### src/rtl/mbssoc_mailbox.sv
// Inter-core mailbox: two receive FIFOs, per-core status/control registers and
// level interrupts, answering fixed-latency reads on the arbitrated RAM-side bus.
module mbssoc_mailbox #(
    parameter int unsigned             DATA_WIDTH = 32,
    parameter int unsigned             ADDR_WIDTH = 32,
    parameter logic [ADDR_WIDTH-1:0]   BASE_ADDR  = 32'h0000_FF00,
    parameter int unsigned             FIFO_DEPTH = 8
) (
    input  logic                  clk,
    input  logic                  rst,
    input  logic [ADDR_WIDTH-1:0] ram_addr,
    input  logic                  ram_re,
    input  logic                  ram_we,
    input  logic                  cpu_sel,
    input  logic [DATA_WIDTH-1:0] wdata,
    output logic [DATA_WIDTH-1:0] rdata,
    output logic                  rdata_oe,
    output logic [1:0]            irq
);

    localparam int unsigned PW = $clog2(FIFO_DEPTH);
    localparam int unsigned CW = PW + 1;

    logic [DATA_WIDTH-1:0] mem [2][FIFO_DEPTH];

    logic [1:0][PW-1:0] wp, rp, wp_n, rp_n;
    logic [1:0][CW-1:0] cnt, cnt_n;
    logic [1:0]         ovf, udf, ien, ovf_n, udf_n, ien_n;
    logic [DATA_WIDTH-1:0] rdata_n;
    logic               oe_n;
    logic               push;

    logic       hit, wr, rd, c, p;
    logic [1:0] idx;
    logic       unused_addr_bits;

    assign hit = (ram_addr[ADDR_WIDTH-1:4] == BASE_ADDR[ADDR_WIDTH-1:4]);
    assign idx = ram_addr[3:2];
    assign c   = cpu_sel;
    assign p   = ~cpu_sel;
    // A simultaneous write wins; the read half is dropped
    assign wr  = hit & ram_we;
    assign rd  = hit & ram_re & ~ram_we;
    assign unused_addr_bits = ^ram_addr[1:0];

    // Next-state for FIFO bookkeeping, flags and the read-data register
    always_comb begin
        wp_n    = wp;
        rp_n    = rp;
        cnt_n   = cnt;
        ovf_n   = ovf;
        udf_n   = udf;
        ien_n   = ien;
        rdata_n = rdata;
        oe_n    = 1'b0;
        push    = 1'b0;

        if (wr) begin
            case (idx)
                2'd0: begin
                    if (cnt[p] == CW'(FIFO_DEPTH)) begin
                        ovf_n[c] = 1'b1;
                    end else begin
                        push     = 1'b1;
                        wp_n[p]  = wp[p] + PW'(1);
                        cnt_n[p] = cnt[p] + CW'(1);
                    end
                end
                2'd2: begin
                    ien_n[c] = wdata[0];
                    if (wdata[1]) begin
                        wp_n[c]  = '0;
                        rp_n[c]  = '0;
                        cnt_n[c] = '0;
                    end
                end
                default: ;
            endcase
        end else if (rd) begin
            oe_n = 1'b1;
            case (idx)
                2'd0: begin
                    if (cnt[c] == '0) begin
                        rdata_n  = '0;
                        udf_n[c] = 1'b1;
                    end else begin
                        rdata_n  = mem[c][rp[c]];
                        rp_n[c]  = rp[c] + PW'(1);
                        cnt_n[c] = cnt[c] - CW'(1);
                    end
                end
                2'd1: begin
                    rdata_n        = '0;
                    rdata_n[7:0]   = 8'(cnt[c]);
                    rdata_n[23:16] = 8'(CW'(FIFO_DEPTH) - cnt[p]);
                    rdata_n[30]    = udf[c];
                    rdata_n[31]    = ovf[c];
                    udf_n[c]       = 1'b0;
                    ovf_n[c]       = 1'b0;
                end
                2'd2:    rdata_n = DATA_WIDTH'(ien[c]);
                default: rdata_n = '0;
            endcase
        end
    end

    // FIFO storage carries no reset; contents are meaningless until pushed
    always_ff @(posedge clk) begin
        if (push) begin
            mem[p][wp[p]] <= wdata;
        end
    end

    always_ff @(posedge clk or posedge rst) begin
        if (rst) begin
            wp       <= '0;
            rp       <= '0;
            cnt      <= '0;
            ovf      <= '0;
            udf      <= '0;
            ien      <= '0;
            rdata    <= '0;
            rdata_oe <= 1'b0;
            irq      <= '0;
        end else begin
            wp       <= wp_n;
            rp       <= rp_n;
            cnt      <= cnt_n;
            ovf      <= ovf_n;
            udf      <= udf_n;
            ien      <= ien_n;
            rdata    <= rdata_n;
            rdata_oe <= oe_n;
            // Interrupt follows the post-access count at the same edge
            irq      <= ien_n & {(cnt_n[1] != '0), (cnt_n[0] != '0)};
        end
    end

endmodule

### config.mk
export PLATFORM = sky130hd
export DESIGN_NAME = mbssoc_mailbox
export DESIGN_NICKNAME = d
export VERILOG_FILES = /design/src/rtl/mbssoc_mailbox.sv
export SDC_FILE = /design/constraint.sdc
export NUM_CORES = 1
export LEC_CHECK = 0
export BUFFER_PORTS_ARGS = -buffer_cell sky130_fd_sc_hd__buf_2
export CORE_ASPECT_RATIO = 1.5
export CORE_MARGIN = 2
export CORE_UTILIZATION = 47
export CTS_CLUSTER_DIAMETER = 40
export CTS_CLUSTER_SIZE = 16
export DETAILED_ROUTE_END_ITERATION = 10
export PLACE_DENSITY = 0.6
export SYNTH_ARGS = -nofsm -noshare
export SYNTH_HDL_FRONTEND = slang
export SYNTH_SLANG_ARGS = --single-unit
### constraint.sdc
create_clock -name clk -period 7.1 [get_ports clk]
set_input_delay 0.355 -clock clk [delete_from_list [all_inputs] [get_ports clk]]
set_output_delay 0.355 -clock clk [all_outputs]
set_load 0.02 [all_outputs]
# [Word level (Yosys, flattened, before mapping)]
# Memory sizes are Yosys's and may differ from the RTL's.
# Index checks and enable logic that the tools add are counted.
[word_totals] reg_bits=61 ram_bits=512 in_bits=69 memories=1
[mem_list] name="mem" depth=2 word_bits=256 rd=1 rd_ports_with_merged_regs=0 wr=1 line_no="24" rtl="logic [DATA_WIDTH-1:0] mem [2][FIFO_DEPTH];"
[classes] add_sub_neg=5 n_lt_le_gt_ge=7 n_eq_ne=12 n_mux=68 n_bitwise=19 n_reduce_logical=17
[ops] operator="256-bit two-way mux" count=1
[ops] operator="32-bit two-way mux" count=4
[ops] operator="32-bit binary-select mux with 3-bit select" count=1
[ops] operator="32-bit demux with 3-bit select" count=1
[ops] operator="32-bit one-hot mux with 3 select lines" count=1
[ops] operator="6-bit two-way mux" count=8
[ops] operator="8-bit two-way mux" count=6
[ops] operator="28-bit by 12-bit == test with 1-bit output (second input constant)" count=1
[ops] operator="4-bit two-way mux" count=6
[ops] operator="3-bit two-way mux" count=6
[ops] operator="8-bit bitwise mux" count=2
[ops] operator="2-bit two-way mux" count=8
[ops] operator="8-bit one-hot mux with 2 select lines" count=1
[ops] operator="1-bit two-way mux" count=13
[ops] operator="6-bit AND" count=2
[ops] operator="6-bit bitwise mux" count=2
[ops] operator="6-bit one-hot mux with 2 select lines" count=1
[ops] operator="4-bit AND reduction" count=3
[ops] operator="2-bit inequality test (second input constant)" count=5
[ops] operator="2-bit nonzero test" count=5
[ops] operator="8-bit AND" count=1
[ops] operator="4-bit demux with 1-bit select" count=2
[ops] operator="4-bit greater-or-equal comparator (second input constant)" count=2
[ops] operator="3-bit NOT with 4-bit output" count=2
[ops] operator="28 further kinds" count=44

# [Depth between registers and ports, before layout]
# Gate-level depths: netlist of run 1.
[depth] ltp_word=11 mapped_depth=12 mapped_depth_nobuf=9

# [Worst setup path before layout of run 1]
# OpenSTA, ideal clock, no wires.
[synth_timing] path_kind="input-to-reg" start="input port cpu_sel" end="memory mem[1][100] (netlist bit) (enable)" setup_time_ns=0.461 arrival_ns=4.433 slack_ns=2.206 cell_stages=10 n_path_buf=3 cell_sequence="clkbuf_1 -> buf_2 -> mux2i_1 -> ha_1 -> nand4b_1 -> nand3_1 -> nor3_1 -> buf_2 -> nand3_1 -> nor3_1"
[synth_via] elab_chain_len=8 elab_cells_between_ends=17 classes_between="2 x order compare; 1 x eq/ne; 11 x mux; 2 x bitwise; 1 x reduce/logical"
[synth_rtl] element="start, declared" line_no="14" rtl="input logic cpu_sel,"
[synth_rtl] element="3-bit two-way mux (not written as such) or 4-bit two-way mux (tied branches) (2 in a row)" line_no="110, 61"
[synth_rtl] element="3-bit NOT with 4-bit output (not written as such) or 4-bit == test (tied branches)" line_no="110, 61"
[synth_rtl] element="4-bit greater-or-equal comparator (not written as such) (tied with other cells)" line_no="110" rtl="mem[p][wp[p]] <= wdata;"
[synth_rtl] element="1-bit logical AND (not written as such) or 1-bit two-way mux (tied branches)" line_no="110, 59"
[synth_rtl] element="32-bit two-way mux (not written as such) or 1-bit two-way mux (tied branches)" line_no="110, 58"
[synth_rtl] element="32-bit demux with 3-bit select or 1-bit two-way mux (tied branches)" line_no="110, 109"
[synth_rtl] element="256-bit two-way mux (not written as such)" line_no="110"
[synth_rtl] element="end, declared" line_no="24"
# Several ways; a longest one is shown, not always the timed one. The select of a mux whose other input is x is not followed.

# [Worst setup path in the final report of run 1]
[layout_timing] start="register cnt[4] (netlist bit)" end="memory mem[0][70] (netlist bit) (enable)"
[layout_via] elab_chain_len=8
[layout_rtl] element="start, declared" line_no="27" rtl="logic [1:0][CW-1:0] cnt, cnt_n;"
[layout_rtl] element="start signal, assigned" line_no="128" rtl="cnt <= cnt_n;"
[layout_rtl] element="4-bit two-way mux (not written as such) (2 in a row)" line_no="61" rtl="if (cnt[p] == CW'(FIFO_DEPTH)) begin"
[layout_rtl] element="4-bit == test" line_no="61"
[layout_rtl] element="1-bit two-way mux" line_no="61"
[layout_rtl] element="1-bit two-way mux" line_no="59" rtl="case (idx)"
[layout_rtl] element="1-bit two-way mux" line_no="58" rtl="if (wr) begin"
[layout_rtl] element="1-bit two-way mux" line_no="109" rtl="if (push) begin"
[layout_rtl] element="256-bit two-way mux (not written as such)" line_no="110"
# Every way passes these cells. The select of a mux whose other input is x is not followed.

==> results.yml, run 1 <==
run_status:
  status: "finished, final reports clean"
logic_synthesis:
  synth_ff_type: "edfxtp_1"
  synth_edf_count: 512
  syn_avg_cell_area_sq_um: 14.72
  ys_types: 59
  syn_nets: 1684
  yosys_register_bits: 573
  synth_top_area_share_pct: 64.88
  muxShareOfSynthArea_pct: 7.767
  synth-async-reset-ratio_pct: 10.65
  yosys.area_share.simple_pct: 6.695
  synth_top_family_by_area: "compound AO/OA/AOI/OAI gates"
  ys.warnings.count: 0
  ys_seq_area_share_pct: 71.32
  synth_cells: 1610
  synth_fa_ha_area_share_pct: 0.2640
  synth_compound_area_share_pct: 11.65
  synth_area_leaders: "edfxtp_1 65%, mux2i_1 7.4%, dfrtp_1 6.4%, a211oi_1 5.3%, nor2b_1 2.7%"
  yosys.area.top_type: "edfxtp_1"
  synth-xor-area-share_pct: 0.1109
  synthesis.area_sq_mm: 0.02370
floorplanning:
  initial_utilization_pct: 47.71
  io_pins: 104
  die_h_um: 279.0
  coreArea_sq_mm: 0.04967
  die_x_um: 187.3
  die_area_sq_mm: 0.05227
  rows: 100
global_routing:
  track_usage_pct: 21.12
  grt_max_degree: 153
  antenna_found_initial: 1
  grt_pass1_wl_um: 83860
  grt_overflow: 0
  grt_pass1_vias: 13930
critical_path:
  crit_type: "register to register"
  crit_path_end_kind: "register"
  critPathBufInv: 2
  cpPeakStageDelay_ns: 0.57
  cp_cell_sequence: "mux2i_1, ha_1, nand4b_1, nand3_1, nor3_1, buf_4, nand3_1, nor2_4, buf_4"
  startpoint_type: "register"
  crit_family: "simple AND/OR/NAND/NOR gates"
  worstPathMaxFanout: 21
  worstPathArrival_ns: 3.98
  required_ns: 7.34
  cp_slowest_cell: "nor2_4"
placed_design:
  pre_cts_ws_ns: 2.703
  dp.final_hpwl_um: 29020
  gp_congestion: 0.8488
  dp.cells: 2291
  port_buffers: 101
  dpl-instance-area_sq_mm: 0.02502
flow_run:
  cap_violations: 0
power_and_ir_drop:
  switching_share_pct: 20.85
  powerDensity_mw_per_mm2: 249.6
  power.internal_mw: 5.280
  seqPwrFrac_pct: 55.0
  irDropWorstVdd_mv: 0.2030
  clkPwrFrac_pct: 41.9
  p_total_mw: 6.671
  p_comb_share_pct: 3.1
  switchingPower_mw: 1.391
  p_leak_nw: 8.756
clock_network:
  clk_latency_ns: 0.58
  ctsLongestPathBuffers: 3
  clkTransAtPathRegs_ns: 0.07
  cts_tree: "done"
  root_buffer: "clkbuf_16"
  cts_hold_buf: 0
  post-cts-setup-buffer-count: 0
  htreeDepth: 2
  cts_resized: 0
  cts_made_buffers: 50
  cts_sinks: 573
timing:
  worst_pin_slew_ns: 1.062
  maxSlewHeadroom_pct: 27.69
  setup_viol: 0
  maxSlewViolCount: 0
  grt_setup_unrepaired: "false"
  fmax_mhz: 266.7
  hold_viol_final: 0
  fin_ws_ns: 3.351
  fin_crit_ns: 3.749
  period_share_pct: 52.80
  skew_ns: 0.02321
  hold-worst-slack_ns: 0.04546
  setup_tns_ns: 0
finish:
  num-nets-final: 1754
  post-route-cell-area_sq_mm: 0.02673
  antennaDiodeCount: 0
  drive_gt1_share_pct: 14.52
  layout.cells.non_filler: 2385
  post-route-util_pct: 53.81
  fill_cells: 4094
  syn_to_final_growth_pct: 12.79
detailed_routing:
  first_iter_violations: 900
  route.detailed.drc: 0
  wl_per_cell_um: 23.26
  vias: 13940
  antenna_left: 0
  wl_um: 55480
  vias_per_cell: 5.846
  first_pass_iters: 5
hold_path:
  hold_path.class: "input port to asynchronous set/reset pin"
## cells in the mapped netlist, types with 7 or more instances
| library cell | number |
|---|---|
| nor2_1 | 31 |
| inv_1 | 20 |
| nand2_1 | 104 |
| nor2b_1 | 101 |
| buf_1 | 22 |
| a211oi_1 | 168 |
| a22o_1 | 18 |
| mux2i_1 | 176 |
| edfxtp_1 | 512 |
| mux2_2 | 7 |
| nor3_1 | 20 |
| nand3_1 | 15 |
| dfrtp_1 | 61 |
| buf_2 | 7 |
| a21oi_1 | 119 |
| clkbuf_1 | 87 |
| a311oi_1 | 32 |
| o21ai_0 | 24 |
## final timing paths
kind	from	to	slack (ns)	cells after the start
max	cnt[4]	mem[0][70]	3.35	9
min	rst	rdata[17]	0.05	3
max reg2reg	cnt[4]	mem[0][70]	3.35	9
min reg2reg	rdata[3]	rdata[3]	0.48	2
max in group asynchronous	rst	rp[3]	6.33	3
min in group clk	wdata[5]	mem[0][229]	0.14	1
## cells in the final DEF, fill, tap and decap left out, types with 15 or more instances in the layout
cell type	count
nor2b_1	101
a21oi_1	119
a311oi_1	32
o21ai_0	24
buf_2	100
clkbuf_16	51
nor3_1	15
a22o_1	18
buf_4	31
mux2i_1	174
inv_1	18
nand2_1	104
dfrtp_1	59
edfxtp_1	512
nor2_1	19
a211oi_1	168
## layer usage
| metal | global-route usage (%) | vias up | routed length (um) |
|---|---|---|---|
| met3 | 2.350 | 99 | 2046 |
| met4 | 7.367 | 2 | 1695 |
| li1 | - | 6420 | - |
| met1 | 27.23 | 7090 | 23860 |
| met2 | 37.14 | 332 | 27870 |
| met5 | 0 | - | 7 |
## final cells by class
class / count / area, sq um / area share [%]
clock buffers: 70 / 1398 / 5.229
well taps: 663 / 829.5 / 3.104
clock inverters: 24 / 305.3 / 1.142
flip-flops and latches: 573 / 16910 / 63.26
multi-input cells: 901 / 6421 / 24.03
inverters: 20 / 76.32 / 0.2856
repair buffers: 134 / 788.3 / 2.949
## state kept, by name (all words and copies together), names as in the netlist, named ones only
name      cells
mem         512
rdata        32
cnt           8
rp            6
wp            6
ien           2
irq           2
rdata_oe      1
## tightest hold or removal path, stage by stage
cell and delay (ns):
buf_2 0.10, clkinv_2 0.03, buf_4 0.68
## kinds of logic (layout without fill, tap and decap cells)
group / count (synthesis) / in the layout
compound gates: 405 / 405
xor+xnor: 3 / 3
fa+ha+maj: 5 / 5
buf+inv: 136 / 248
flops: 573 / 573
mux: 183 / 183
simple gates: 305 / 305
## power by group through the flow
| stage | Combinational (mW) | Sequential [mW] | Clock [mW] |
|---|---|---|---|
| 2_1_floorplan | 0.107 | 3.75 | 0 |
| 3_3_place_gp | 0.202 | 3.74 | 0 |
| 3_5_place_dp | 0.206 | 3.74 | 0 |
| 4_1_cts | 0.206 | 3.67 | 2.84 |
| 5_1_grt | 0.226 | 3.67 | 2.96 |
| 6_report | 0.205 | 3.67 | 2.80 |
Note: power is estimated with default switching activity, not from simulation.
==> inputs of run 2 (changes only) <==
==> constraint.sdc (replaced) <==
create_clock -name clk -period 3.45 [get_ports clk]
set_input_delay 0.1725 -clock clk [delete_from_list [all_inputs] [get_ports clk]]
set_output_delay 0.1725 -clock clk [all_outputs]
set_load 0.02 [all_outputs]
==> results.yml, run 2 (synthesis results as in run 1) <==
run_status:
  status: "finished, final reports clean"
critical_path:
  worstPathMaxFanout: 39
  crit_type: "input port to register"
  startpoint_type: "input port"
  regToRegStartpoint: "cnt[0]"
  required_ns: 3.69
  startpoint: "cpu_sel"
  worstPathArrival_ns: 3.32
  crit_path_end_kind: "register"
floorplanning:
  die_area_sq_mm: 0.05227
  rows: 100
  die_h_um: 279.0
  die_x_um: 187.3
  initial_utilization_pct: 47.71
  coreArea_sq_mm: 0.04967
  io_pins: 104
clock_network:
  cts_sinks: 573
  cts_tree: "done"
  root_buffer: "clkbuf_16"
  clk_latency_ns: 0.58
  post-cts-setup-buffer-count: 0
  htreeDepth: 2
  cts_made_buffers: 52
  ctsLongestPathBuffers: 3
  clkTransAtPathRegs_ns: 0.07
global_routing:
  track_usage_pct: 21.49
  antenna_found_initial: 0
  grt_pass1_vias: 14350
  grt_overflow: 0
  grt_max_degree: 94
  grt_pass1_wl_um: 85150
finish:
  antennaDiodeCount: 0
  num-nets-final: 1834
  syn_to_final_growth_pct: 16.62
  post-route-util_pct: 55.63
  final-seq-area_sq_mm: 0.01691
  drive_gt1_share_pct: 16.59
  mostFrequentLayoutCell: "edfxtp_1"
  final_cell_mix: "512 x edfxtp_1, 174 x mux2i_1, 168 x a211oi_1, 119 x a21oi_1, 104 x nand2_1"
  largest_register_ffs: 512
  layout.cells.non_filler: 2465
  multiInputGateArea_sq_mm: 0.006457
  fill_cells: 3993
timing:
  maxSlewHeadroom_pct: 25.08
  period_share_pct: 89.44
  skew_ns: 0.01590
  maxSlewViolCount: 0
  fmax_mhz: 324.1
  fin_crit_ns: 3.086
  setup_tns_ns: 0
  setup_viol: 0
  worst_pin_slew_ns: 1.100
  hold_viol_final: 0
  grt_setup_unrepaired: "false"
hold_path:
  worstHoldStart: "wdata[1]"
  hold_path.class: "input port to register"
power_and_ir_drop:
  powerDensity_mw_per_mm2: 502.1
  irDropWorstVdd_mv: 0.4589
  p_leak_nw: 9.156
flow_run:
  cap_violations: 0
placed_design:
  port_buffers: 101
  gp_congestion: 0.8920
  dp.final_hpwl_um: 32910
  dp.cells: 2334
detailed_routing:
  vias_per_cell: 5.735
  wl_per_cell_um: 22.86
  vias: 14140
  route.detailed.drc: 0
  first_iter_violations: 935
  wl_um: 56360
  first_pass_iters: 5
  antenna_left: 0
-- run 2: where the power goes --
part	leakage, nW	internal [mW]	switching (mW)
Clock	0.836	3.26	2.59
Combinational	2.91	0.146	0.326
Sequential	5.41	7.55	0.00289
-- run 2: worst paths after layout --
check | to | slack (ns) | cells past startpoint
max | mem[1][249] | 0.36 | 11
max in group asynchronous | rdata[12] | 2.32 | 4
min | mem[1][193] | 0.07 | 1
min in group asynchronous | rdata[16] | 0.29 | 3
min reg2reg | rdata[18] | 0.48 | 2
max reg2reg | mem[1][249] | 0.40 | 9
-- run 2: cell type report --
cell class / instances / share of cell area, %
inverter: 20 / 0.2762
multi-input combinational: 902 / 23.37
tap: 663 / 3.002
timing repair buffer: 211 / 5.841
clock buffer: 68 / 5.112
clock inverter: 28 / 1.213
sequential: 573 / 61.19
-- run 2: metrics by stage --
| step | hold slack (ns) | setup slack, ns | power (mW) | cell area [sq um] |
|---|---|---|---|---|
| after floorplan | 0.2714 | -0.4745 | 7.928 | 23720 |
| after global placement | 0.3693 | 0.01028 | 8.139 | 25530 |
| after detailed placement | 0.3758 | -0.04972 | 8.148 | 25530 |
| after CTS | 0.03552 | 0.1843 | 14.00 | 27620 |
| after global routing | 0.05378 | 0.1978 | 14.27 | 27630 |
| final | 0.06726 | 0.3644 | 13.87 | 27630 |
-- run 2: repair_timing --
action	in CTS	in global routing
gates resized for setup	0	1
hold buffers	34	0
endpoints found under the hold margin	531	0
setup endpoints to repair	0	12
-- run 2: routing by layer --
| metal | routed length, um | vias to the layer above | share of wire [%] | global-route usage, % |
|---|---|---|---|---|
| met5 | 0 | - | 0 | 0 |
| met4 | 1610 | 0 | 2.9 | 7.530 |
| met3 | 2327 | 95 | 4.1 | 2.627 |
| met2 | 29500 | 350 | 52 | 38.63 |
| met1 | 22920 | 7098 | 41 | 26.75 |
| li1 | - | 6595 | - | - |
-- run 2: worst max-delay path, stage by stage --
cell and delay (ns):
dlygate4sd3_1 0.57, buf_8 0.27, mux2i_1 0.14, ha_1 0.25, nand4b_1 0.15, nand3_1 0.13, nor3_2 0.47, nand3_1 0.36
buf_4 0.28, nor3_4 0.13, buf_4 0.38
